**src/rtl/if_buffer_if.sv**
```systemverilog
// Fetch-to-decode handshake bundle for the instruction-fetch buffer.
// slave is the buffer side; master is the fetch/decode/redirect side.
interface if_buffer_if #(
    parameter int DEPTH = 4
);
    localparam int CW = $clog2(DEPTH) + 1;

    logic          in_valid;
    logic [31:0]   in_pc;
    logic [31:0]   in_instr;
    logic          in_ready;
    logic          out_valid;
    logic          out_ready;
    logic [31:0]   out_pc;
    logic [31:0]   out_instr;
    logic          out_first;
    logic          flush;
    logic [CW-1:0] count;

    modport slave (
        input  in_valid, in_pc, in_instr, out_ready, flush,
        output in_ready, out_valid, out_pc, out_instr, out_first, count
    );

    modport master (
        output in_valid, in_pc, in_instr, out_ready, flush,
        input  in_ready, out_valid, out_pc, out_instr, out_first, count
    );
endinterface

```
**src/rtl/if_buffer.sv**
```systemverilog
// Instruction fetch buffer: DEPTH-entry FIFO between fetch and decode, with
// flush on redirect and a tag marking the first entry after reset/flush.
module if_buffer #(
    parameter int DEPTH = 4
) (
    input  logic          clk,
    input  logic          clr,
    if_buffer_if.slave    bus
);
    localparam int PW = $clog2(DEPTH);
    localparam int CW = PW + 1;
    localparam logic [CW-1:0] DEPTH_C = CW'(DEPTH);
    localparam logic [PW-1:0] PTR_ONE = PW'(1);
    localparam logic [CW-1:0] CNT_ONE = CW'(1);

    typedef struct packed {
        logic        first;
        logic [31:0] pc;
        logic [31:0] instr;
    } entry_t;

    entry_t        mem_q [DEPTH];
    entry_t        mem_d [DEPTH];
    logic [PW-1:0] wr_ptr_q, wr_ptr_d;
    logic [PW-1:0] rd_ptr_q, rd_ptr_d;
    logic [CW-1:0] count_q, count_d;
    logic          first_pend_q, first_pend_d;

    logic   push, pop, out_valid;
    entry_t head;

    // Outputs depend only on state, so there is no in_* -> out_* path.
    assign out_valid    = (count_q != '0);
    assign head         = mem_q[rd_ptr_q];
    assign bus.in_ready = (count_q < DEPTH_C) && !bus.flush && !clr;
    assign bus.out_valid = out_valid;
    assign bus.out_pc    = out_valid ? head.pc    : 32'h0;
    assign bus.out_instr = out_valid ? head.instr : 32'h0;
    assign bus.out_first = out_valid ? head.first : 1'b0;
    assign bus.count     = count_q;

    assign push = bus.in_valid && bus.in_ready;
    assign pop  = out_valid && bus.out_ready;

    always_comb begin
        mem_d        = mem_q;
        wr_ptr_d     = wr_ptr_q;
        rd_ptr_d     = rd_ptr_q;
        count_d      = count_q;
        first_pend_d = first_pend_q;
        if (clr || bus.flush) begin
            // Storage is left alone; count 0 keeps stale slots off the outputs.
            wr_ptr_d     = '0;
            rd_ptr_d     = '0;
            count_d      = '0;
            first_pend_d = 1'b1;
        end else begin
            if (push) begin
                mem_d[wr_ptr_q] = '{first: first_pend_q, pc: bus.in_pc, instr: bus.in_instr};
                wr_ptr_d        = wr_ptr_q + PTR_ONE;
                first_pend_d    = 1'b0;
            end
            if (pop) begin
                rd_ptr_d = rd_ptr_q + PTR_ONE;
            end
            if (push && !pop) begin
                count_d = count_q + CNT_ONE;
            end else if (pop && !push) begin
                count_d = count_q - CNT_ONE;
            end
        end
    end

    always_ff @(posedge clk) begin
        if (clr) begin
            wr_ptr_q     <= '0;
            rd_ptr_q     <= '0;
            count_q      <= '0;
            first_pend_q <= 1'b1;
        end else begin
            wr_ptr_q     <= wr_ptr_d;
            rd_ptr_q     <= rd_ptr_d;
            count_q      <= count_d;
            first_pend_q <= first_pend_d;
        end
    end

    always_ff @(posedge clk) begin
        mem_q <= mem_d;
    end
endmodule

```
**src/flat_wrapper.sv**
```systemverilog
// flat-port wrapper written by rule: the top's interface ports become plain ports
module if_buffer_flat 
#(
    parameter int DEPTH = 4
)
  (clk, clr, bus_in_valid, bus_in_pc, bus_in_instr, bus_out_ready, bus_flush, bus_in_ready, bus_out_valid, bus_out_pc, bus_out_instr, bus_out_first, bus_count);
  if_buffer_if #(.DEPTH(DEPTH)) bus_i ();
  input  logic clk;
  input  logic clr;
  input wire logic [$bits(bus_i.in_valid)-1:0] bus_in_valid;
  input wire logic [$bits(bus_i.in_pc)-1:0] bus_in_pc;
  input wire logic [$bits(bus_i.in_instr)-1:0] bus_in_instr;
  input wire logic [$bits(bus_i.out_ready)-1:0] bus_out_ready;
  input wire logic [$bits(bus_i.flush)-1:0] bus_flush;
  output wire logic [$bits(bus_i.in_ready)-1:0] bus_in_ready;
  output wire logic [$bits(bus_i.out_valid)-1:0] bus_out_valid;
  output wire logic [$bits(bus_i.out_pc)-1:0] bus_out_pc;
  output wire logic [$bits(bus_i.out_instr)-1:0] bus_out_instr;
  output wire logic [$bits(bus_i.out_first)-1:0] bus_out_first;
  output wire logic [$bits(bus_i.count)-1:0] bus_count;
  assign bus_i.in_valid = bus_in_valid;
  assign bus_i.in_pc = bus_in_pc;
  assign bus_i.in_instr = bus_in_instr;
  assign bus_i.out_ready = bus_out_ready;
  assign bus_i.flush = bus_flush;
  assign bus_in_ready = bus_i.in_ready;
  assign bus_out_valid = bus_i.out_valid;
  assign bus_out_pc = bus_i.out_pc;
  assign bus_out_instr = bus_i.out_instr;
  assign bus_out_first = bus_i.out_first;
  assign bus_count = bus_i.count;
  if_buffer #(.DEPTH(DEPTH)) u_core (.clk(clk), .clr(clr), .bus(bus_i));
endmodule
```
**config.mk**
```make
export PLATFORM = sky130hd
export DESIGN_NAME = if_buffer_flat
export DESIGN_NICKNAME = d
export VERILOG_FILES = /design/src/rtl/if_buffer_if.sv /design/src/rtl/if_buffer.sv /design/src/flat_wrapper.sv
export SDC_FILE = /design/constraint.sdc
export NUM_CORES = 1
export LEC_CHECK = 0
export CAP_MARGIN = 20
export CELL_PAD_IN_SITES_DETAIL_PLACEMENT = 1
export CELL_PAD_IN_SITES_GLOBAL_PLACEMENT = 2
export CORE_AREA = 2 2 156 158
export CTS_CLUSTER_SIZE = 8
export DETAILED_ROUTE_END_ITERATION = 8
export DIE_AREA = 0 0 158 160
export GPL_ROUTABILITY_DRIVEN = 0
export PLACE_DENSITY_LB_ADDON = 0.1
export REMOVE_ABC_BUFFERS = 1
export SYNTH_ARGS = -nofsm -noshare
export SYNTH_HDL_FRONTEND = slang
export SYNTH_SLANG_ARGS = --single-unit
```
**constraint.sdc**
```tcl
create_clock -name clk -period 6.6 [get_ports clk]
set_clock_uncertainty 0.05 [all_clocks]
set_input_delay 1.32 -clock clk [delete_from_list [all_inputs] [get_ports clk]]
set_output_delay 1.32 -clock clk [all_outputs]
set_load 0.02 [all_outputs]
```
* Word level (Yosys, flattened, before mapping)
Cells that the tools add are included.
** Storage, ports and cells
- RAM bits :: 0
- ROM bits :: 0
- Output and inout port bits :: 70
- Bits in registers :: 268
- Latch bits :: 0
- Memories :: 0
- Input port bits :: 69
** Operators by class
- Multipliers :: 0
- Equality and inequality tests :: 0
- Bitwise gates (word level) :: 3
- Mux-type cells :: 11
- Divide/modulo/power cells :: 0
- Shifts and indexed selects :: 0
- $add $sub $neg :: 4
- Order comparisons :: 4
- Reduce and logical (&&, ||, !) cells :: 16
** Operators by type and width (count)
- $bwmux W260 :: 1
- $mux W65 :: 3
- $bmux W65 S2 :: 1
- $demux W65 S2 :: 1
- $mux W32 :: 2
- $logic_and A1 B1 Y1 :: 7
- $ge A3 B3 Y1 const B :: 2
- $mux W3 :: 2
- $not A2 Y3 :: 2
- $add A2 B1 Y2 const B :: 2
- $logic_not A1 Y1 :: 4
- $add A3 B1 Y3 const B :: 1
- $lt A3 B1 Y1 const B :: 1
- $lt A3 B3 Y1 const B :: 1
- $reduce_bool A3 Y1 :: 1
- $sub A3 B1 Y3 const B :: 1
- $reduce_and A2 Y1 :: 1
- $reduce_bool A2 Y1 :: 1
- $reduce_or A2 Y1 :: 1
- $logic_or A1 B1 Y1 :: 1
- $mux W1 :: 1
- $not A1 Y1 :: 1

* Longest topological paths before layout
Gate-level depths: netlist of run 1.
- Depth after elaboration :: 8
- Gate-level depth with buffers :: 7

* Least setup slack after synthesis of run 1
No wires, ideal clock.
- Kind :: in2reg
- From :: in bus_flush
- To :: reg u_core.mem_q[0] (netlist bit) (enable)
- Data arrival time :: 3.333 ns
- Cell stages on the path :: 2
- Path buffers :: 0
- Slack :: 2.787 ns
- Setup time :: 0.430 ns
- Path through :: nor4b_4 and2_1
** Between the ends
- Cells in the longest elaborated chain, start to end :: 5
- Elaborated cells on any way between the ends :: 7
- Those cells by class :: bitwise (1); reduce/logical (6)
** RTL lines
- from (decl) :: line flat_wrapper.sv:14 : input wire logic [$bits(bus_i.flush)-1:0] bus_flush;
- $logic_not A1 Y1 :: line if_buffer.sv:35 : assign bus.in_ready = (count_q < DEPTH_C) && !bus.flush && !clr;
- $logic_and A1 B1 Y1 (2 in series) :: line if_buffer.sv:35
- $logic_and A1 B1 Y1 :: line if_buffer.sv:42 : assign push = bus.in_valid && bus.in_ready;
- $reduce_and A2 Y1 (no line) *
- to (signal assigned) :: line if_buffer.sv:89 : mem_q <= mem_d;
- to (decl) :: line if_buffer.sv:22 : entry_t mem_q [DEPTH];
Every way passes the cells marked *; elsewhere a longest branch is shown, timed or not.
A chain may end at the register's enable or synchronous reset.

* Worst setup path after layout of run 1
- From :: reg u_core.rd_ptr_q[0]
- To :: out bus_out_pc[18]
** Between the ends
- Cells in the longest elaborated chain, start to end :: 5
** RTL lines
- from (decl) :: line if_buffer.sv:25 : logic [PW-1:0] rd_ptr_q, rd_ptr_d;
- from (signal assigned) :: line if_buffer.sv:82 : rd_ptr_q <= rd_ptr_d;
- $not A2 Y3 (not written as such) :: line if_buffer.sv:34 : assign head = mem_q[rd_ptr_q];
- $bmux W65 S2 :: line if_buffer.sv:34
- $mux W65 (not written as such) (2 in series) :: line if_buffer.sv:34
- $mux W32 :: line if_buffer.sv:37 : assign bus.out_pc = out_valid ? head.pc : 32'h0;
- to (decl) :: line flat_wrapper.sv:17 : output wire logic [$bits(bus_i.out_pc)-1:0] bus_out_pc;
Every way passes these cells. The select of a mux whose other input is x is not followed.

==> results of run 1 <==
## critical path, cell delays in order (launching register included)
cell,delay [ps]
dfxtp_4,760
buf_4,570
mux4_2,560
and2_1,200
clkdlybuf4s50_1,550
## path summary, 6_finish.rpt
check,from,end,slack [ps],cells after the start
setup / recovery,u_core.rd_ptr_q[0],bus_out_pc[18],2080,4
hold / removal,u_core.first_pend_q,u_core.mem_q[129],460,0
setup reg to reg,u_core.bus.count[2],u_core.bus.count[2],4110,7
hold reg to reg,u_core.first_pend_q,u_core.mem_q[129],460,0
## through the flow
stage          std cells  utilization (%)  setup slack, ps
4_1_cts              956             54.8             1970
2_1_floorplan        435                -             1540
3_3_place_gp         900             50.2             2330
6_report             957             54.9             2080
3_5_place_dp         900             50.2             2330
5_1_grt              957             54.9             1840
## metal layers
metal	track usage, %	part of all wire [%]	vias to the layer above
met5	0	0	-
met4	4.75	2.1	0
met3	4.50	5.6	35
met2	27.8	50	120
met1	21.9	42	2576
li1	-	-	2174
## flip-flops by register name, indices dropped and copies added, names as in the netlist
register	count
u_core.mem_q	260
u_core.wr_ptr_q	2
u_core.first_pend_q	1
u_core.bus.count	3
u_core.rd_ptr_q	2
## layout make-up
class                           count  area share, %
Inverter                            3         0.0861
Clock inverter                      1          0.230
Tap cell                          324           3.10
Clock buffer                       55           8.25
Multi-Input combinational cell    164           16.5
Sequential cell                   268           61.0
Timing Repair Buffer              142           10.9
## placed cells by master (no fill, tap or decap), types with 2 or more instances in the layout
master | Yosys | layout
edfxtp_1 | 260 | 260
clkdlybuf4s50_1 | 0 | 138
dfxtp_1 | 8 | 6
clkbuf_16 | 0 | 41
mux4_2 | 65 | 65
clkbuf_1 | 10 | 14
xor2_1 | 4 | 4
o31ai_1 | 2 | 2
nor2_1 | 8 | 8
inv_1 | 3 | 3
buf_4 | 1 | 3
dfxtp_4 | 0 | 2
and2_4 | 0 | 4
ha_1 | 5 | 5
and2_1 | 69 | 65
## cell usage after synthesis
library cell / count / area, um^2
ha_1: 5 / 62.6
edfxtp_1: 260 / 7810
nor2_1: 8 / 30.0
nor4b_4: 1 / 23.8
xor2_1: 4 / 35.0
or2_2: 1 / 6.26
mux2i_1: 1 / 10.0
clkbuf_1: 10 / 37.5
xnor2_1: 1 / 8.76
fa_1: 1 / 20.0
a21oi_1: 1 / 5.00
o21ai_0: 1 / 5.00
dfxtp_1: 8 / 160
buf_12: 4 / 80.1
and2_1: 69 / 432
nand2_1: 1 / 3.75
inv_1: 3 / 11.3
mux4_2: 65 / 1460
o311ai_0: 1 / 8.76
buf_6: 1 / 11.3
o31ai_1: 2 / 15.0
buf_4: 1 / 7.51
or3_1: 2 / 12.5
buf_2: 7 / 35.0
## power by group
| group | leakage, nW | internal [mW] | switching [mW] |
|---|---|---|---|
| registers | 2.41 | 1.89 | 0.00934 |
| clock network | 0.536 | 1.15 | 0.649 |
| logic | 1.18 | 0.131 | 0.123 |
## cell families after synthesis
group                      after synthesis
xor gates and xnor gates                 5
buffers and inverters                   26
and+or+nand+nor                         82
AOI/OAI and AO/OA                        5
muxes                                   66
adders and majority gates                6
DFF                                    268
==> key figures, run 1 <==
Status
  – Status: complete, no violations

STA
  – Setup_tns: 0 ps
  – Setup violations, final: 0
  – Max-slew headroom: 28.7%
  – Endpoints failing hold: 0
  – Pins Over Slew Limit: 0
  – Final worst path period share: 68.5%
  – Final period demand of the worst path: 4520 ps
  – Worst Hold Slack: 460 ps
  – Worst-Margin Slew: 1070 ps
  – RSZ-0062 raised after global routing: no
  – F_max: 0.221 GHz

Flow run
  – Max-cap viol count: 0

Critical path
  – Crit. End Element: output pin
  – CP Max Fanout: 29
  – CP Launch Type: flop
  – Data required, critical path: 5230 ps
  – Crit path kind: reg -> out
  – Critical Path AT: 3150 ps

Clock tree
  – H-tree depth: 2
  – Clk_lat worst skew: 490 ps
  – Clock sink count: 268
  – CTS tree: done
  – Clock buffer depth: 3
  – # Post-CTS Setup Buffers: 0
  – CTS root buf: clkbuf_16
  – Total CTS buffers: 39
  – Post-CTS resize count: 0
  – Hold Buf Count CTS: 0
  – Clock transition at path regs: 50 ps

Detailed routing
  – Drt via density: 5.13
  – Initial DRC count: 235
  – Vias: 4905
  – Per-cell routed wire length: 21.1 um
  – Routed Antenna Nets: 0
  – Total wire length: 20200 um
  – DRC Markers: 0
  – Initial DRT Pass Iterations: 4

Place
  – Port-buffer cells: 138
  – Post-DP HPWL: 10700 um
  – Placed Area: 11900 um^2

Floorplanning
  – Die extent in x: 158 um
  – CORE AREA: 23800 um^2
  – Die ar.: 25300 um^2
  – Ports: 139
  – Initial Utilization: 43.2%
  – FP Rows: 57
  – Vert. Die Dim: 160 um

Cells and area
  – Final net count: 693
  – Reg area: 7980 um^2
  – Share of layout cells above drive strength 1: 19.0%
  – Design area: 13100 um^2
  – Fill cells: 2137
  – Ant diodes: 0
  – Area occupied by multi-input gates: 2150 um^2
  – Layout area overhead: 27.1%

Power
  – Power per cell area: 302 nW/um^2
  – Worst VDD drop: 0.223 mV
  – Total power: 3.95 mW
  – Pleak: 4.12 nW

Logic synthesis
  – Netlist cell types: 24
  – Synth Area in Adders: 0.802%
  – Post-synthesis sequential area ratio: 77.4%
  – Syn_area_per_cell: 22.5 um^2
  – Post-synthesis instance total: 458
  – Largest family of logic cells by synthesized area: multiplexers
  – Seq cells post-synth: 268
  – Synth Area in Compound Gates: 0.328%
  – Warnings, synthesis: 0
  – Mapped Area: 10300 um^2
  – Synth Area in XOR/XNOR: 0.425%
  – Mux share of post-synthesis cell area: 14.3%
  – Simple-Gate Fraction of Synth Area: 4.94%

GRT
  – Antenna violations before repair: 1
  – Vias in the first global route: 5513
  – First-pass GRT wire length: 31700 um
  – Remaining Overflow, GRT: 0
  – GRT Total Usage: 16.8%
  – Largest net degree at the start of global routing: 67

Min path
  – Worst hold path class: reg -> reg
Power figures use the tool's default switching activity.
==> run 2: changes to the inputs <==
Settings changed: CORE_AREA 2 2 156 158 to 2 2 168 170, DIE_AREA 0 0 158 160 to 0 0 170 172.
Clock period 6.6 ns to 3.8 ns, I/O delays scaled along.
==> run 2 against run 1 <==
Net effect:
- combinational power up 79%
- total power increased by 71%
- cell area increased by 1.1%
- clock-buffer cell count shrank 8
- sequential share of layout area down 0.68 points
- first-iteration DRC count shrank 12%
- critical path type unchanged
- largest power group unchanged
==> key figures, run 2 (synthesis gave the netlist of run 1 again) <==
Clock tree
  – Post-CTS resize count: 0
  – H-tree depth: 2
  – Clock buffer depth: 3
  – Total CTS buffers: 39
  – Hold Buf Count CTS: 0
  – Clk_lat worst skew: 500 ps
  – CTS tree: done
  – # Post-CTS Setup Buffers: 0
  – Clock transition at path regs: 50 ps
  – Clock sink count: 268
  – CTS root buf: clkbuf_16

Min path
  – Worst hold path class: reg -> reg
  – Min-Delay Startpoint: u_core.first_pend_q

STA
  – F_max: 0.293 GHz
  – Worst-Margin Slew: 446 ps
  – Final period demand of the worst path: 3410 ps
  – Final worst path period share: 89.7%
  – Setup violations, final: 0
  – Endpoints failing hold: 0
  – RSZ-0062 raised after global routing: no
  – Setup_tns: 0 ps
  – Pins Over Slew Limit: 0
  – Max-slew headroom: 70.3%

Detailed routing
  – Initial DRT Pass Iterations: 5
  – Per-cell routed wire length: 21.8 um
  – Vias: 4921
  – Drt via density: 4.99
  – Total wire length: 21400 um
  – Routed Antenna Nets: 0
  – DRC Markers: 0
  – Initial DRC count: 207

Floorplanning
  – Initial Utilization: 37.5%
  – CORE AREA: 27500 um^2
  – Die ar.: 29200 um^2
  – Vert. Die Dim: 172 um
  – FP Rows: 61
  – Ports: 139
  – Die extent in x: 170 um

Critical path
  – Max stage delay cell, worst path: mux4_2
  – CP endpoint: bus_out_pc[13]
  – Crit path max-delay family: buffers and inverters
  – Critical path buffers and inverters: 2
  – Crit. End Element: output pin
  – Data required, critical path: 2990 ps
  – Crit path depth: 4
  – Critical Path Start: u_core.rd_ptr_q[0]
  – Crit Reg-Reg Endpoint: u_core.bus.count[2]
  – CP Launch Type: flop
  – Worst R2R Path Depth: 8
  – FF-to-FF setup slack: 1450 ps
  – Critical Path AT: 2600 ps
  – Slowest stage delay, CP: 540 ps
  – Worst path cell trace: buf_12, mux4_2, and2_1, clkdlybuf4s50_1
  – Crit path kind: reg -> out
  – CP Max Fanout: 27
  – Launch point of the worst reg-to-reg path: u_core.bus.count[2]

GRT
  – GRT Total Usage: 15.3%
  – Remaining Overflow, GRT: 0
  – Largest net degree at the start of global routing: 66
  – Antenna violations before repair: 2
  – Vias in the first global route: 5674
  – First-pass GRT wire length: 33200 um

Cells and area
  – Final net count: 708
  – Largest register FFs: 260
  – Design area: 13200 um^2
  – Fill cells: 2474
  – Ant diodes: 0
  – Biggest register: u_core.mem_q
  – Most frequent cells in the layout: 260 x edfxtp_1, 138 x clkdlybuf4s50_1, 65 x mux4_2, 65 x and2_1, 41 x clkbuf_16
  – Layout area overhead: 28.5%
  – Commonest non-fill, non-tap cell in the layout: edfxtp_1
  – Share of layout cells above drive strength 1: 21.1%

Power
  – Power per cell area: 510 nW/um^2
  – Pleak: 4.20 nW
  – Worst VDD drop: 0.285 mV

Status
  – Status: complete, no violations

Place
  – Port-buffer cells: 138
  – Post-DP HPWL: 12800 um
  – Placed Area: 12200 um^2

Flow run
  – Max-cap viol count: 0
==> run 2: cell type report <==
| class | count | area, um^2 | area share [%] |
|---|---|---|---|
| inverters | 3 | 11.3 | 0.0851 |
| flip-flops and latches | 268 | 7980 | 60.3 |
| clock buffers | 47 | 1050 | 7.93 |
| repair buffers | 157 | 1600 | 12.1 |
| multi-input cells | 164 | 2150 | 16.3 |
| clock inverters | 1 | 5.00 | 0.0378 |
| well taps | 346 | 433 | 3.27 |
==> run 2: metrics by stage <==
step / hold WS (ps) / power (mW) / utilization, % / setup slack [ps] / std cells
floorplan: 411 / 3.54 / - / -696 / 435
global placement: 471 / 3.80 / 44.3 / 633 / 938
detailed placement: 472 / 3.81 / 44.3 / 624 / 938
CTS: 476 / 6.85 / 48.1 / 310 / 986
global route: 502 / 6.98 / 48.1 / 236 / 986
finish: 475 / 6.74 / 48.1 / 392 / 986
==> run 2: routing by layer <==
layer / routed length (um) / track usage [%]
met5: 13 / 0
met4: 331 / 4.16
met3: 1100 / 3.87
met2: 11100 / 26.4
met1: 8920 / 19.3
==> run 2: worst min-delay path by stage <==
stage / cells after the start / slack (ps) / to
2_1_floorplan: 0 / 410 / u_core.mem_q[129]
3_3_place_gp: 0 / 470 / u_core.mem_q[64]
3_5_place_dp: 0 / 470 / u_core.mem_q[129]
4_1_cts: 0 / 480 / u_core.mem_q[129]
5_1_grt: 0 / 500 / u_core.mem_q[129]
6_report: 0 / 480 / u_core.mem_q[129]
==> run 2: power breakdown <==
| group | internal (mW) | switching [mW] | leakage (nW) |
|---|---|---|---|
| Sequential | 3.28 | 0.0124 | 2.41 |
| Clock | 1.90 | 1.10 | 0.516 |
| Combinational | 0.233 | 0.224 | 1.27 |
==> run 3: changes to the inputs <==
--- a/constraint.sdc
+++ b/constraint.sdc
@@ -3,3 +3,3 @@
 set_input_delay 0.76 -clock clk [delete_from_list [all_inputs] [get_ports clk]]
 set_output_delay 0.76 -clock clk [all_outputs]
-set_load 0.02 [all_outputs]
+set_load 0.1 [all_outputs]
==> run 3 against run 2 <==
Net effect:
- combinational power is 69% higher
- first-iteration DRC count is 14% higher
- register-to-register slack better by 70 ps
- wire length is 2.3% higher
- hold slack better by 4.7 ps
- critical path type unchanged
- largest power group unchanged
==> key figures, run 3 (synthesis gave the netlist of run 1 again) <==
Critical path
  – Data required, critical path: 2990 ps
  – Critical Path AT: 2480 ps
  – CP Launch Type: flop
  – Worst R2R Path Depth: 8
  – Critical Path Start: u_core.bus.count[2]
  – FF-to-FF setup slack: 1520 ps
  – Crit Reg-Reg Endpoint: u_core.bus.count[2]
  – Crit. End Element: output pin
  – Crit path kind: reg -> out
  – CP endpoint: bus_out_instr[26]
  – Launch point of the worst reg-to-reg path: u_core.bus.count[2]
  – CP Max Fanout: 27

Cells and area
  – Most frequent cells in the layout: 260 x edfxtp_1, 74 x buf_4, 71 x clkdlybuf4s50_1
  – Fin util: 47.4%
  – Ant diodes: 0
  – Reg area: 7980 um^2
  – Share of layout cells above drive strength 1: 30.9%
  – Commonest non-fill, non-tap cell in the layout: edfxtp_1
  – Biggest register: u_core.mem_q
  – Largest register FFs: 260
  – Non-Filler Instances: 980
  – Final net count: 702
  – Fill cells: 2505
  – Area occupied by multi-input gates: 2150 um^2
  – Layout area overhead: 26.7%

Clock tree
  – CTS tree: done
  – Clock sink count: 268
  – Clk_lat worst skew: 500 ps
  – Hold Buf Count CTS: 0
  – H-tree depth: 2
  – # Post-CTS Setup Buffers: 0
  – Total CTS buffers: 39
  – Post-CTS resize count: 0
  – Clock transition at path regs: 50 ps
  – Clock buffer depth: 3
  – CTS root buf: clkbuf_16

Floorplanning
  – CORE AREA: 27500 um^2
  – Die extent in x: 170 um
  – Ports: 139
  – Vert. Die Dim: 172 um
  – Initial Utilization: 37.5%
  – Die ar.: 29200 um^2
  – FP Rows: 61

Status
  – Status: complete, no violations

Place
  – Placed cells: 932
  – Place WS: 709 ps
  – Post-DP HPWL: 12800 um
  – Port-buffer cells: 138

GRT
  – First-pass GRT wire length: 33700 um
  – Remaining Overflow, GRT: 0
  – Largest net degree at the start of global routing: 66
  – GRT Total Usage: 15.6%
  – Vias in the first global route: 5731
  – Antenna violations before repair: 1

Power
  – Power per cell area: 548 nW/um^2
  – Pleak: 4.30 nW
  – Worst VDD drop: 0.349 mV

Detailed routing
  – Total wire length: 21900 um
  – Drt via density: 5.06
  – Initial DRC count: 237
  – Routed Antenna Nets: 0
  – Per-cell routed wire length: 22.4 um
  – Initial DRT Pass Iterations: 4
  – DRC Markers: 0
  – Vias: 4954

STA
  – Setup violations, final: 0
  – Final worst path period share: 86.6%
  – RSZ-0062 raised after global routing: no
  – F_max: 0.304 GHz
  – Pins Over Slew Limit: 0
  – Final period demand of the worst path: 3290 ps
  – Worst Hold Slack: 480 ps
  – Endpoints failing hold: 0
  – Max-slew headroom: 34.7%
  – Setup WS post-layout: 511 ps
  – Worst-Margin Slew: 976 ps

Min path
  – Worst hold path class: reg -> reg

Flow run
  – Max-cap viol count: 0
-- run 3: final cells by class --
class	count	area share [%]
Timing Repair Buffer	151	10.6
Sequential cell	268	61.2
Multi-Input combinational cell	164	16.5
Inverter	3	0.0864
Clock buffer	47	8.04
Clock inverter	1	0.230
Tap cell	346	3.32
-- run 3: routing by layer --
layer,vias to the layer above,wire [um],track usage [%]
met4,2,525,4.87
met1,2595,8930,18.9
met2,122,11300,27.5
li1,2189,-,-
met5,-,12,0
met3,46,1200,4.01
-- run 3: how the worst min path moves through the flow --
stage | from | to | slack [ps] | depth (start not counted)
CTS | u_core.first_pend_q | u_core.mem_q[64] | 490 | 0
global placement | u_core.first_pend_q | u_core.mem_q[194] | 450 | 0
global route | u_core.first_pend_q | u_core.mem_q[259] | 500 | 0
finish | u_core.first_pend_q | u_core.mem_q[259] | 480 | 0
floorplan | u_core.first_pend_q | u_core.mem_q[129] | 410 | 0
detailed placement | u_core.first_pend_q | u_core.mem_q[64] | 470 | 0
-- run 3: where the power goes --
group	leakage [nW]	switching [mW]	internal, mW
Combinational	1.37	0.561	0.212
Sequential	2.41	0.0104	3.28
Clock	0.526	1.12	1.97
-- run 3: critical path: stages (launching register included) --
cell and delay (ps):
dfxtp_1 390, or3_2 800, buf_4 350, and2_1 210, buf_4 240
-- run 3: through the flow --
step	total power [mW]	TNS (ps)	area, um^2
finish	7.15	0	13000
floorplan	3.88	-69510	10100
global placement	4.12	0	12000
CTS	7.25	0	13000
detailed placement	4.13	0	12000
global route	7.38	0	13000
